===== src/rtl/instr_fetch_if.sv =====
// Fetch-unit bus bundle: redirect input from the next-PC stage, the
// instruction-memory request/response channel and the decode-side output.
interface instr_fetch_if;
    logic        redirect_valid;
    logic [31:0] redirect_pc;
    logic        imem_req_valid;
    logic        imem_req_ready;
    logic [31:0] imem_req_addr;
    logic        imem_rsp_valid;
    logic [31:0] imem_rsp_data;
    logic        inst_valid;
    logic        inst_ready;
    logic [31:0] inst_data;
    logic [31:0] inst_pc;

    // The fetch unit itself.
    modport master (
        input  redirect_valid, redirect_pc,
        input  imem_req_ready, imem_rsp_valid, imem_rsp_data,
        input  inst_ready,
        output imem_req_valid, imem_req_addr,
        output inst_valid, inst_data, inst_pc
    );

    // The surroundings: next-PC stage, instruction memory and decode.
    modport slave (
        output redirect_valid, redirect_pc,
        output imem_req_ready, imem_rsp_valid, imem_rsp_data,
        output inst_ready,
        input  imem_req_valid, imem_req_addr,
        input  inst_valid, inst_data, inst_pc
    );
endinterface


===== src/rtl/instr_fetch.sv =====
// Instruction fetch unit. Issues sequential word fetches, buffers in-order
// responses in a 2-entry {pc,data} FIFO for decode, and on a redirect
// restarts at the new address while discarding responses still in flight.
// Request credit (outstanding + buffered < 2) guarantees the FIFO never
// overflows, so memory responses need no backpressure.
module instr_fetch #(
    parameter logic [31:0] RESET_PC = 32'h0000_0000
) (
    input  logic          clk,
    input  logic          reset,
    instr_fetch_if.master bus
);

    // Control state
    logic [31:0] fetch_ptr_q, fetch_ptr_d;
    logic [31:0] rsp_pc_q,    rsp_pc_d;
    logic [1:0]  outstanding_q, outstanding_d;
    logic [1:0]  drop_cnt_q,  drop_cnt_d;
    logic [1:0]  fifo_cnt_q,  fifo_cnt_d;
    logic        rd_ptr_q,    rd_ptr_d;

    // FIFO storage (contents only meaningful while counted as valid)
    logic [31:0] fifo_pc_q   [2];
    logic [31:0] fifo_data_q [2];

    // Per-cycle events
    logic [2:0]  credit_used;
    logic        req_valid;
    logic        req_acc;
    logic        rsp_keep;
    logic        rsp_drop;
    logic        inst_pop;
    logic        wr_idx;

    // Handshake decode: credit check, accept, keep/drop and pop decisions.
    always_comb begin
        credit_used = {1'b0, outstanding_q} + {1'b0, fifo_cnt_q};
        // Gated by reset so the request is low while reset is held, even
        // though the cleared counters would otherwise grant credit.
        req_valid   = reset && (credit_used < 3'd2) && !bus.redirect_valid;
        req_acc     = req_valid && bus.imem_req_ready;
        // A redirect cycle ignores both the response and the pop.
        rsp_keep    = bus.imem_rsp_valid && !bus.redirect_valid && (drop_cnt_q == 2'd0);
        rsp_drop    = bus.imem_rsp_valid && !bus.redirect_valid && (drop_cnt_q != 2'd0);
        inst_pop    = (fifo_cnt_q != 2'd0) && bus.inst_ready && !bus.redirect_valid;
        // Tail slot; a keep into a full FIFO cannot happen under the credit rule.
        wr_idx      = rd_ptr_q ^ fifo_cnt_q[0];
    end

    // Next-state for pointers and counters.
    always_comb begin
        fetch_ptr_d   = fetch_ptr_q;
        rsp_pc_d      = rsp_pc_q;
        // Every response retires an outstanding request, kept or dropped,
        // including one that arrives during a redirect.
        outstanding_d = outstanding_q + {1'b0, req_acc} - {1'b0, bus.imem_rsp_valid};
        drop_cnt_d    = drop_cnt_q;
        fifo_cnt_d    = fifo_cnt_q;
        rd_ptr_d      = rd_ptr_q;

        if (bus.redirect_valid) begin
            fetch_ptr_d = bus.redirect_pc;
            rsp_pc_d    = bus.redirect_pc;
            // Everything still in flight after this edge predates the redirect.
            drop_cnt_d  = outstanding_q - {1'b0, bus.imem_rsp_valid};
            fifo_cnt_d  = 2'd0;
            rd_ptr_d    = 1'b0;
        end else begin
            if (req_acc) begin
                fetch_ptr_d = fetch_ptr_q + 32'd4;
            end
            if (rsp_keep) begin
                rsp_pc_d = rsp_pc_q + 32'd4;
            end
            if (rsp_drop) begin
                drop_cnt_d = drop_cnt_q - 2'd1;
            end
            fifo_cnt_d = fifo_cnt_q + {1'b0, rsp_keep} - {1'b0, inst_pop};
            rd_ptr_d   = rd_ptr_q ^ inst_pop;
        end
    end

    // Control registers, cleared asynchronously by reset.
    always_ff @(posedge clk or negedge reset) begin
        if (!reset) begin
            fetch_ptr_q   <= RESET_PC;
            rsp_pc_q      <= RESET_PC;
            outstanding_q <= 2'd0;
            drop_cnt_q    <= 2'd0;
            fifo_cnt_q    <= 2'd0;
            rd_ptr_q      <= 1'b0;
        end else begin
            fetch_ptr_q   <= fetch_ptr_d;
            rsp_pc_q      <= rsp_pc_d;
            outstanding_q <= outstanding_d;
            drop_cnt_q    <= drop_cnt_d;
            fifo_cnt_q    <= fifo_cnt_d;
            rd_ptr_q      <= rd_ptr_d;
        end
    end

    // FIFO payload write; validity is tracked by fifo_cnt_q alone.
    always_ff @(posedge clk) begin
        if (rsp_keep) begin
            fifo_pc_q[wr_idx]   <= rsp_pc_q;
            fifo_data_q[wr_idx] <= bus.imem_rsp_data;
        end
    end

    assign bus.imem_req_valid = req_valid;
    assign bus.imem_req_addr  = fetch_ptr_q;
    // No bypass: only registered FIFO contents reach decode.
    assign bus.inst_valid     = (fifo_cnt_q != 2'd0);
    assign bus.inst_data      = fifo_data_q[rd_ptr_q];
    assign bus.inst_pc        = fifo_pc_q[rd_ptr_q];

endmodule

===== src/flat_wrapper.sv =====
// flat-port wrapper written by rule: the top's interface ports become plain ports
module instr_fetch_flat 
#(
    parameter logic [31:0] RESET_PC = 32'h0000_0000
)
  (clk, reset, bus_redirect_valid, bus_redirect_pc, bus_imem_req_ready, bus_imem_rsp_valid, bus_imem_rsp_data, bus_inst_ready, bus_imem_req_valid, bus_imem_req_addr, bus_inst_valid, bus_inst_data, bus_inst_pc);
  instr_fetch_if bus_i ();
  input  logic clk;
  input  logic reset;
  input wire logic [$bits(bus_i.redirect_valid)-1:0] bus_redirect_valid;
  input wire logic [$bits(bus_i.redirect_pc)-1:0] bus_redirect_pc;
  input wire logic [$bits(bus_i.imem_req_ready)-1:0] bus_imem_req_ready;
  input wire logic [$bits(bus_i.imem_rsp_valid)-1:0] bus_imem_rsp_valid;
  input wire logic [$bits(bus_i.imem_rsp_data)-1:0] bus_imem_rsp_data;
  input wire logic [$bits(bus_i.inst_ready)-1:0] bus_inst_ready;
  output wire logic [$bits(bus_i.imem_req_valid)-1:0] bus_imem_req_valid;
  output wire logic [$bits(bus_i.imem_req_addr)-1:0] bus_imem_req_addr;
  output wire logic [$bits(bus_i.inst_valid)-1:0] bus_inst_valid;
  output wire logic [$bits(bus_i.inst_data)-1:0] bus_inst_data;
  output wire logic [$bits(bus_i.inst_pc)-1:0] bus_inst_pc;
  assign bus_i.redirect_valid = bus_redirect_valid;
  assign bus_i.redirect_pc = bus_redirect_pc;
  assign bus_i.imem_req_ready = bus_imem_req_ready;
  assign bus_i.imem_rsp_valid = bus_imem_rsp_valid;
  assign bus_i.imem_rsp_data = bus_imem_rsp_data;
  assign bus_i.inst_ready = bus_inst_ready;
  assign bus_imem_req_valid = bus_i.imem_req_valid;
  assign bus_imem_req_addr = bus_i.imem_req_addr;
  assign bus_inst_valid = bus_i.inst_valid;
  assign bus_inst_data = bus_i.inst_data;
  assign bus_inst_pc = bus_i.inst_pc;
  instr_fetch #(.RESET_PC(RESET_PC)) u_core (.clk(clk), .reset(reset), .bus(bus_i));
endmodule

===== config.mk =====
export PLATFORM = sky130hd
export DESIGN_NAME = instr_fetch_flat
export DESIGN_NICKNAME = d
export VERILOG_FILES = /design/src/rtl/instr_fetch_if.sv /design/src/rtl/instr_fetch.sv /design/src/flat_wrapper.sv
export SDC_FILE = /design/constraint.sdc
export NUM_CORES = 1
export LEC_CHECK = 0
export BUFFER_PORTS_ARGS = -buffer_cell sky130_fd_sc_hd__buf_2
export CAP_MARGIN = 20
export CORE_UTILIZATION = 30
export DETAILED_ROUTE_END_ITERATION = 8
export GPL_TIMING_DRIVEN = 0
export RECOVER_POWER = 100
export SYNTH_ARGS = -nofsm -noshare
export SYNTH_HDL_FRONTEND = slang
export SYNTH_SLANG_ARGS = --single-unit

===== constraint.sdc =====
create_clock -name clk -period 7.2 [get_ports clk]
set_input_delay 0.72 -clock clk [delete_from_list [all_inputs] [get_ports clk]]
set_output_delay 0.72 -clock clk [all_outputs]
set_load 0.05 [all_outputs]

======== Yosys cells after proc, flatten, opt, wreduce, memory -nomap -nowiden ========
Memories as Yosys holds them, arrays and structs flattened.
Cells that the tools add are included.
storage, ports and cells
  bits in registers ....................... 71
  bits in writable memories ............... 128
  bits of input ports ..................... 70
  output and inout bits ................... 98
  logic and storage cells ................. 45
  memories kept ........................... 2
operators by class
  add/subtract/negate cells ............... 9
  $lt $le $gt $ge ......................... 1
  mux-type cells .......................... 10
  bitwise logic cells ..................... 2
  reductions and logical operators ........ 15
memory list
  name                depth  width  rd ports  clocked after memory_dff  write ports  line               RTL
  u_core.fifo_data_q  2      32     1         0                         1            instr_fetch.sv:24  logic [31:0] fifo_data_q [2];
  u_core.fifo_pc_q    2      32     1         0                         1            instr_fetch.sv:23  logic [31:0] fifo_pc_q [2];
operator list
  operator               count
  $mux 32                4
  $add 32x3->32 const B  2
  $reduce_bool 2->1      5
  $logic_and 1x1->1      8
  $mux 2                 3
  $sub 2x1->2            3
  $add 2x1->2            2
  $add 2x2->3            1
  $lt 3x2->1 const B     1
  $mux 1                 3
  $logic_not 2->1        1
  $sub 2x1->2 const B    1
  $xor 1x1->1            2
  $logic_not 1->1        1

======== Longest topological paths before layout ========
Gate-level depths: netlist (run 1).
  depth after elaboration ................. 7
  mapped depth ............................ 10
  depth with buffers taken out ............ 9

======== Least setup slack after synthesis (run 1) ========
No wires, ideal clock.
  kind .................................... input to register
  start ................................... input bus_redirect_valid
  end ..................................... memory u_core.fifo_data_q[0][0] (enable)
  setup time .............................. 0.565 ns
  arrival ................................. 5.721 ns
  data required time ...................... 6.635 ns
  setup slack ............................. 0.914 ns
  stages .................................. 4
  path buffers ............................ 3
  path through ............................ clkbuf_1 > clkbuf_1 > buf_1 > nor3_1
on the way
  cells in the longest elaborated chain, start to end .. 5
ends and longest elaborated chain
  item                             line                RTL
  from (decl)                      flat_wrapper.sv:10  input wire logic [$bits(bus_i.redirect_valid)-1:0] bus_redirect_valid;
  $logic_not 1->1                  instr_fetch.sv:43   rsp_keep = bus.imem_rsp_valid && !bus.redirect_valid && (drop_cnt_q == 2'd0);
  $logic_and 1x1->1 (2 in series)  instr_fetch.sv:43
  $mux 1                           instr_fetch.sv:104  if (rsp_keep) begin
  $mux 1 (implied by the code)     instr_fetch.sv:106  fifo_data_q[wr_idx] <= bus.imem_rsp_data;
  to (decl)                        instr_fetch.sv:24
No other way between the ends.

======== Worst setup path in the final report (run 1) ========
  start ................................... input reset
  end ..................................... output bus_imem_req_valid
on the way
  cells in the longest elaborated chain, start to end .. 2
ends and longest elaborated chain
  item                             line                RTL
  from (decl)                      flat_wrapper.sv:9   input logic reset;
  $logic_and 1x1->1 (2 in series)  instr_fetch.sv:40   req_valid = reset && (credit_used < 3'd2) && !bus.redirect_valid;
  to (decl)                        flat_wrapper.sv:16  output wire logic [$bits(bus_i.imem_req_valid)-1:0] bus_imem_req_valid;
No other way between the ends.

==> results of run 1 <==
## per-stage QoR
stage | TNS (ns) | total power [uW] | instance area, um2
6_report | 0 | 3190 | 10500
5_1_grt | 0 | 3330 | 10500
4_1_cts | 0 | 3280 | 10800
3_5_place_dp | 0 | 2370 | 10200
3_3_place_gp | -172.00 | 2350 | 10100
2_1_floorplan | 0 | 2110 | 8760
## cells by family (layout without fill, tap and decap cells)
group,after synthesis,after routing,share of synthesized area (%)
buffers and inverters,57,263,2.83
adder cells (fa/ha/maj),8,8,1.23
AO/OA/AOI/OAI,81,81,6.73
XOR/XNOR,25,25,2.50
flip-flops,199,199,64.2
multiplexers,75,75,9.58
AND/OR/NAND/NOR,202,202,13.0
## cell type report
class	instances	area, um2
inverters	27	103
clock buffers	17	425
flip-flops and latches	199	5620
multi-input cells	391	2860
clock inverters	15	121
plain buffers	30	114
fillers	2893	18300
well taps	384	480
repair buffers	174	732
## routing by layer
| layer | share of wire, % | routed length [um] | global-route usage (%) |
|---|---|---|---|
| met5 | 0 | 0 | 0 |
| met4 | 2.6 | 620 | 5.64 |
| met1 | 45 | 10700 | 21.8 |
| met3 | 6.9 | 1630 | 4.16 |
| met2 | 45 | 10700 | 24.5 |
## flip-flops by register name (all words and copies together) (netlist names)
register,cells
u_core.fifo_data_q,64
u_core.fifo_pc_q,64
u_core.bus.imem_req_addr,32
u_core.rsp_pc_q,32
u_core.drop_cnt_q,2
u_core.fifo_cnt_q,2
u_core.outstanding_q,2
u_core.rd_ptr_q,1
## final timing paths
path / startpoint / endpoint / slack, ns / cells past startpoint
max: reset / bus_imem_req_valid / 3.08 / 5
min: bus_imem_rsp_data[24] / u_core.fifo_data_q[0][24]$_DFFE_PP_ / 0.48 / 1
max reg2reg: u_core.rd_ptr_q$_DFF_PN0_ / u_core.fifo_data_q[1][21]$_DFFE_PP_ / 3.78 / 4
min reg2reg: u_core.rsp_pc_q[1]$_DFFE_PN0P_ / u_core.fifo_pc_q[0][1]$_DFFE_PP_ / 0.48 / 0
max in group asynchronous: reset / u_core.rsp_pc_q[12]$_DFFE_PN0N_ / 3.33 / 2
min in group asynchronous: reset / u_core.bus.imem_req_addr[20]$_DFFE_PN0P_ / 0.67 / 1
## cells in the final DEF (no fill, tap or decap), types with 5 or more instances in the layout
cell type,count
clkbuf_16,17
a311oi_1,8
a31oi_1,5
mux2_2,65
nand3_1,22
xnor2_1,21
clkbuf_1,152
a211oi_1,12
and2_1,7
nor3_1,19
ha_1,7
or4_1,8
nor2_1,33
nor4_1,16
buf_2,51
edfxtp_1,128
and4_1,11
dfrtp_1,71
mux2_1,6
nand4_1,24
and3_1,9
inv_1,25
a21oi_1,13
o21ai_0,10
nand2_1,35
## power groups by stage
stage          clock network (uW)  registers (uW)  logic [uW]
2_1_floorplan                   0            1510         604
3_3_place_gp                    0            1460         892
3_5_place_dp                    0            1450         917
4_1_cts                       929            1430         923
5_1_grt                       966            1440         918
6_report                      903            1430         858
==> summary.md, run 1 <==
| Metric | Value |
|---|---|
| Area grow syn2layout | `19.3%` |
| Final Hold Viols | `0` |
| Sequential group share of total power | `44.8%` |
| Hold_buf cts | `0` |
| Gate Count Post-Synth | `647` |
| Post-Syn Nets | `725` |
| Share of layout cells above drive strength 1 | `17.8%` |
| DR vias | `6,152` |
| Post CTS Setup Buffer Count | `0` |
| Gate power share | `26.9%` |
| Gr ovfl total | `0` |
| Placed Cells | `1,205` |
| Wire length per cell | `19.1 um` |
| Worst-Margin Slew | `2.62 ns` |
| Final Non-Filler Cells | `1,237` |
| Final period util | `57.2%` |
| Switching power | `1170 uW` |
| Sequential cell area fraction in the yosys report | `64.2%` |
| Initial Utilization | `30.5%` |
| Top delay family on crit path | `buffers and inverters` |
| Crit Path Class | `primary input to primary output` |
| Yosys warning total | `0` |
| Post-synth EDFFs | `128` |
| Slowest Stage Delay on Critical Path | `1.14 ns` |
| Sinks on Clock Net | `199` |
| Vias in the first global route | `6,162` |
| Clk_skew | `0.0155 ns` |
| Slew Viols, Final | `103` |
| Main synth FF type | `edfxtp_1` |
| Root buf cell | `clkbuf_16` |
| Core area | `28,700 um2` |
| CP Capture Type | `primary output` |
| Vias per cell | `4.97` |
| Clock buffer depth | `2` |
| Post-synth top area share | `43.9%` |
| Resize count post-CTS | `0` |
| Sw Share | `36.6%` |
| CP most frequent cell | `clkbuf_1` |
| DR pass1 iterations | `5` |
| Cell Int Power | `2020 uW` |
| Worst VDD drop | `151 uV` |
| TritonCTS clock tree | `done` |
| Crit-path max FO | `29` |
| P_leak | `0.00366 uW` |
| Synth async-reset ratio | `35.7%` |
| Required time of the critical path | `6.48 ns` |
| Global-route wire length before repair | `36,500 um` |
| Htree depth | `4` |
| Synthesized area | `8760 um2` |
| Commonest cells in the netlist | `edfxtp_1 (128), dfrtp_1 (71), mux2_2 (71)` |
| Setup WS post-layout | `3.08 ns` |
| Clock share of power | `28.3%` |
| DRC Markers | `0` |
| CP max-delay cell | `clkbuf_1` |
| Antenna Nets Post-Route | `0` |
| Worst skew pair latency | `0.44 ns` |
| Overall routing resource usage | `16.0%` |
| Clk pin slew, worst setup/hold paths | `0.07 ns` |
| HPWL after DPL | `17,000 um` |
| Critical-path cell list | `clkbuf_1, or4b_1, clkbuf_1, clkinvlp_2, clkbuf_1` |
| Startpoint types | `primary input` |
| Cell with the most instances after synthesis | `edfxtp_1` |
| Die area | `29,900 um2` |
| First DRT Iteration DRCs | `480` |
| Status | `finished with violations` |
| CTS Buf Count | `17` |
| Routed WL | `23,600 um` |
| IO buf count | `166` |
| Pin count of the biggest net entering global routing | `45` |
| FMAX | `243 MHz` |
| GP Congestion | `0.842` |
| Max-cap violation count | `4` |
| Worst slew margin | `-74.9%` |
| Hold Path Class | `primary input to register` |
| Nets@finish | `918` |
| Failing checks | `max-capacitance violations, max-slew violations` |
| FF+latch count, synth | `199` |
| Hold_ws | `0.476 ns` |
| Dpl ws | `3.75 ns` |
| WP data arrival | `3.40 ns` |
| Num ports | `168` |
| Synth area leader | `edfxtp_1` |
| Antenna violations before repair | `0` |
| Syn avg cell area | `13.5 um2` |
| PD cells | `305 nW/um2` |
| Fin util | `36.4%` |
| Fin crit period | `4.12 ns` |
| Die Ht | `173 um` |
| Netlist cell types | `57` |
| Chip width | `173 um` |
| CP bufs+invs | `4` |
| Number of cell rows | `62` |
| # setup viols final | `0` |
| RSZ-0062 raised after global routing | `false` |
| Diode count | `0` |
| Top post-synthesis cells by area | `edfxtp_1 (44%), dfrtp_1 (20%), mux2_2 (9.1%)` |
No activity file was read; power rests on OpenSTA's default activity.
==> run 2: changes to the inputs <==
ABC_AREA = 1   (was unset)
clock period = 3.6 ns   (was 7.2 ns; I/O delays follow)
==> run 2 against run 1 <==
  * The run ends with max-capacitance violations left
  * Cell count is 33% higher
  * Combinational power rose by 130%
  * Clock-buffer cell count increased by 1
  * Core utilization up 0.32 points
  * Via count rose by 22%
  * Final area increased by 7.5%
  * Die area is 6.5% higher
  * Critical path type is now register to register
  * Critical endpoint is now u_core.outstanding_q[1]$_DFF_PN0_
  * Largest cell class unchanged
  * Largest power group unchanged
==> summary.md, run 2 <==
| Metric | Value |
|---|---|
| Slew Viols, Final | `0 (was 103)` |
| Share of layout cells above drive strength 1 | `8.92% (was 17.8%)` |
| Netlist cell types | `39 (was 57)` |
| Syn avg cell area | `8.98 um2 (was 13.5 um2)` |
| Main synth FF type | `edfxtp_1 (unchanged)` |
| Nets@finish | `1,310 (was 918)` |
| Initial Utilization | `30.5% (about the same)` |
| Status | `finished with violations (unchanged)` |
| Hold_ws | `0.102 ns (was 0.476 ns)` |
| Sequential cell area fraction in the yosys report | `60.2% (was 64.2%)` |
| # setup viols final | `0 (unchanged)` |
| Gr ovfl total | `0 (unchanged)` |
| Num ports | `168 (unchanged)` |
| Clk pin slew, worst setup/hold paths | `0.08 ns (was 0.07 ns)` |
| Pin count of the biggest net entering global routing | `47 (was 45)` |
| Fin crit period | `3.13 ns` |
| Post-synth EDFFs | `128 (unchanged)` |
| Top post-synthesis cells by area | `edfxtp_1 (41%), dfrtp_1 (19%), nand2_1 (18%) (was edfxtp_1 (44%), dfrtp_1 (20%), mux2_2 (9.1%))` |
| Number of cell rows | `64 (was 62)` |
| Wire length per cell | `15.2 um (was 19.1 um)` |
| Worst-Margin Slew | `1.47 ns (was 2.62 ns)` |
| Synth area leader | `edfxtp_1 (unchanged)` |
| Antenna Nets Post-Route | `0 (unchanged)` |
| Diode count | `0 (unchanged)` |
| FMAX | `320 MHz` |
| Vias in the first global route | `7,019 (was 6,162)` |
| Die area | `31,800 um2 (was 29,900 um2)` |
| Sinks on Clock Net | `199 (unchanged)` |
| Fin util | `36.7% (was 36.4%)` |
| Dpl ws | `1.08 ns (was 3.75 ns)` |
| PD cells | `615 nW/um2 (was 305 nW/um2)` |
| Crit-path max FO | `10 (was 29)` |
| WP data arrival | `3.48 ns (was 3.40 ns)` |
| Commonest cells in the netlist | `nand2_1 (444), edfxtp_1 (128), inv_1 (84) (was edfxtp_1 (128), dfrtp_1 (71), mux2_2 (71))` |
| Post-synth top area share | `41.2% (was 43.9%)` |
| Die Ht | `178 um (was 173 um)` |
| HPWL after DPL | `18,500 um (was 17,000 um)` |
| Commonest non-fill, non-tap cell in the layout | `nand2_1 (was clkbuf_1)` |
| Clk_skew | `0.0129 ns (was 0.0155 ns)` |
| FF+latch count, synth | `199 (unchanged)` |
| First DRT Iteration DRCs | `593 (was 480)` |
| Most frequent cells in the layout | `nand2_1 (444), clkbuf_1 (136), edfxtp_1 (128) (was clkbuf_1 (152), edfxtp_1 (128), dfrtp_1 (71))` |
| Routed WL | `25,000 um (was 23,600 um)` |
| CP Capture Type | `register (was primary output)` |
| Cell with the most instances after synthesis | `nand2_1 (was edfxtp_1)` |
| Post-Syn Nets | `1,118 (was 725)` |
| Gate Count Post-Synth | `1,040 (was 647)` |
| GP Congestion | `0.868 (was 0.842)` |
| CTS Buf Count | `17 (unchanged)` |
| Antenna violations before repair | `0 (unchanged)` |
| Resize count post-CTS | `0 (unchanged)` |
| Yosys warning total | `0 (unchanged)` |
| Setup WS post-layout | `0.473 ns (was 3.08 ns)` |
| DRC Markers | `0 (unchanged)` |
| Startpoint types | `register (was primary input)` |
| Synthesized area | `9340 um2 (was 8760 um2)` |
| Chip width | `178 um (was 173 um)` |
| Global-route wire length before repair | `38,600 um (was 36,500 um)` |
| Post CTS Setup Buffer Count | `0 (unchanged)` |
| Root buf cell | `clkbuf_16 (unchanged)` |
| Failing checks | `max-capacitance violations (was max-capacitance violations, max-slew violations)` |
| Hold Path Class | `primary input to register (unchanged)` |
| RSZ-0062 raised after global routing | `false (unchanged)` |
| P_leak | `0.00479 uW (was 0.00366 uW)` |
| DR pass1 iterations | `5 (unchanged)` |
| Vias per cell | `4.59 (was 4.97)` |
| Worst slew margin | `1.54% (was -74.9%)` |
| Crit Path Class | `register to register (was primary input to primary output)` |
| Biggest regs | `u_core.fifo_data_q (64), u_core.fifo_pc_q (64) (unchanged)` |
| IO buf count | `167 (was 166)` |
| Area grow syn2layout | `20.4% (was 19.3%)` |
| Final period util | `86.8%` |
| Worst VDD drop | `325 uV (was 151 uV)` |
| DR vias | `7,536 (was 6,152)` |
| Overall routing resource usage | `16.1% (was 16.0%)` |
| Worst skew pair latency | `0.44 ns (about the same)` |
| Final Hold Viols | `0 (unchanged)` |
| Synth async-reset ratio | `35.7% (unchanged)` |
| Clock buffer depth | `2 (unchanged)` |
| Core area | `30,600 um2 (was 28,700 um2)` |
| Htree depth | `4 (unchanged)` |
| TritonCTS clock tree | `done (unchanged)` |
| Max-cap violation count | `1 (was 4)` |
| Required time of the critical path | `3.96 ns (was 6.48 ns)` |
run 2: worst max-delay path, stage by stage (launching register included):
cell and delay (ns):
dfrtp_1 0.45, nand2_1 0.08, inv_1 0.04, fa_1 0.43
nor2_1 0.26, nand4_1 0.45, inv_1 0.41, clkbuf_1 0.51
ha_1 0.27, xor2_1 0.14
run 2: per-layer routing:
| metal | global-route usage [%] | up-vias | part of all wire, % |
|---|---|---|---|
| li1 | - | 3766 | - |
| met1 | 22.7 | 3492 | 48 |
| met2 | 25.5 | 263 | 45 |
| met3 | 3.35 | 15 | 6.7 |
| met4 | 3.28 | 0 | 0.73 |
| met5 | 0 | - | 0 |
run 2: logic make-up after synthesis:
| family | Yosys count | synth area share, % |
|---|---|---|
| and+or+nand+nor | 625 | 27.5 |
| buffers and inverters | 116 | 4.87 |
| xor gates and xnor gates | 20 | 1.88 |
| DFF | 199 | 60.2 |
| AOI/OAI and AO/OA | 72 | 4.41 |
| adders and majority gates | 8 | 1.15 |
run 2: cell type report:
| class | instances | area, um2 |
|---|---|---|
| Fill cell | 3178 | 19400 |
| Inverter | 85 | 319 |
| Buffer | 31 | 120 |
| Timing Repair Buffer | 173 | 826 |
| Tap cell | 396 | 495 |
| Clock buffer | 18 | 429 |
| Sequential cell | 199 | 5620 |
| Clock inverter | 14 | 179 |
| Multi-Input combinational cell | 725 | 3250 |
run 2: stage by stage:
step           TNS [ns]  instances  power, uW  area (um2)
2_1_floorplan    -53.80       1040       4450        9340
5_1_grt               0       1641       7290       11200
6_report              0       1641       6910       11200
4_1_cts               0       1641       7050       11400
3_3_place_gp    -276.05       1603       5040       10700
3_5_place_dp          0       1608       5080       10800
run 2: path summary, 6_finish.rpt:
| path | startpoint | to | depth (start not counted) | slack [ns] |
|---|---|---|---|---|
| min in group asynchronous | reset | u_core.bus.imem_req_addr[21]$_DFFE_PN0P_ | 2 | 0.39 |
| max in group asynchronous | reset | u_core.rd_ptr_q$_DFF_PN0_ | 3 | 2.62 |
| max reg2reg | u_core.fifo_cnt_q[0]$_DFF_PN0_ | u_core.outstanding_q[1]$_DFF_PN0_ | 9 | 0.47 |
| min reg2reg | u_core.bus.imem_req_addr[1]$_DFFE_PN0P_ | u_core.bus.imem_req_addr[1]$_DFFE_PN0P_ | 2 | 0.48 |
| min | bus_imem_rsp_data[10] | u_core.fifo_data_q[1][10]$_DFFE_PP_ | 1 | 0.10 |
| max | u_core.fifo_cnt_q[0]$_DFF_PN0_ | u_core.outstanding_q[1]$_DFF_PN0_ | 9 | 0.47 |
run 2: repair_timing:
item / 4_1_cts / 5_1_grt
setup endpoints to repair: 0 / 0
hold endpoints to repair: 27 / 0
hold buffers: 1 / 0
run 2: power breakdown:
part | switching, uW | leakage (uW) | total (uW) | internal, uW
Clock | 953 | 0.000297 | 1960 | 1000
Combinational | 1550 | 0.00248 | 1970 | 419
Sequential | 251 | 0.00202 | 2980 | 2730
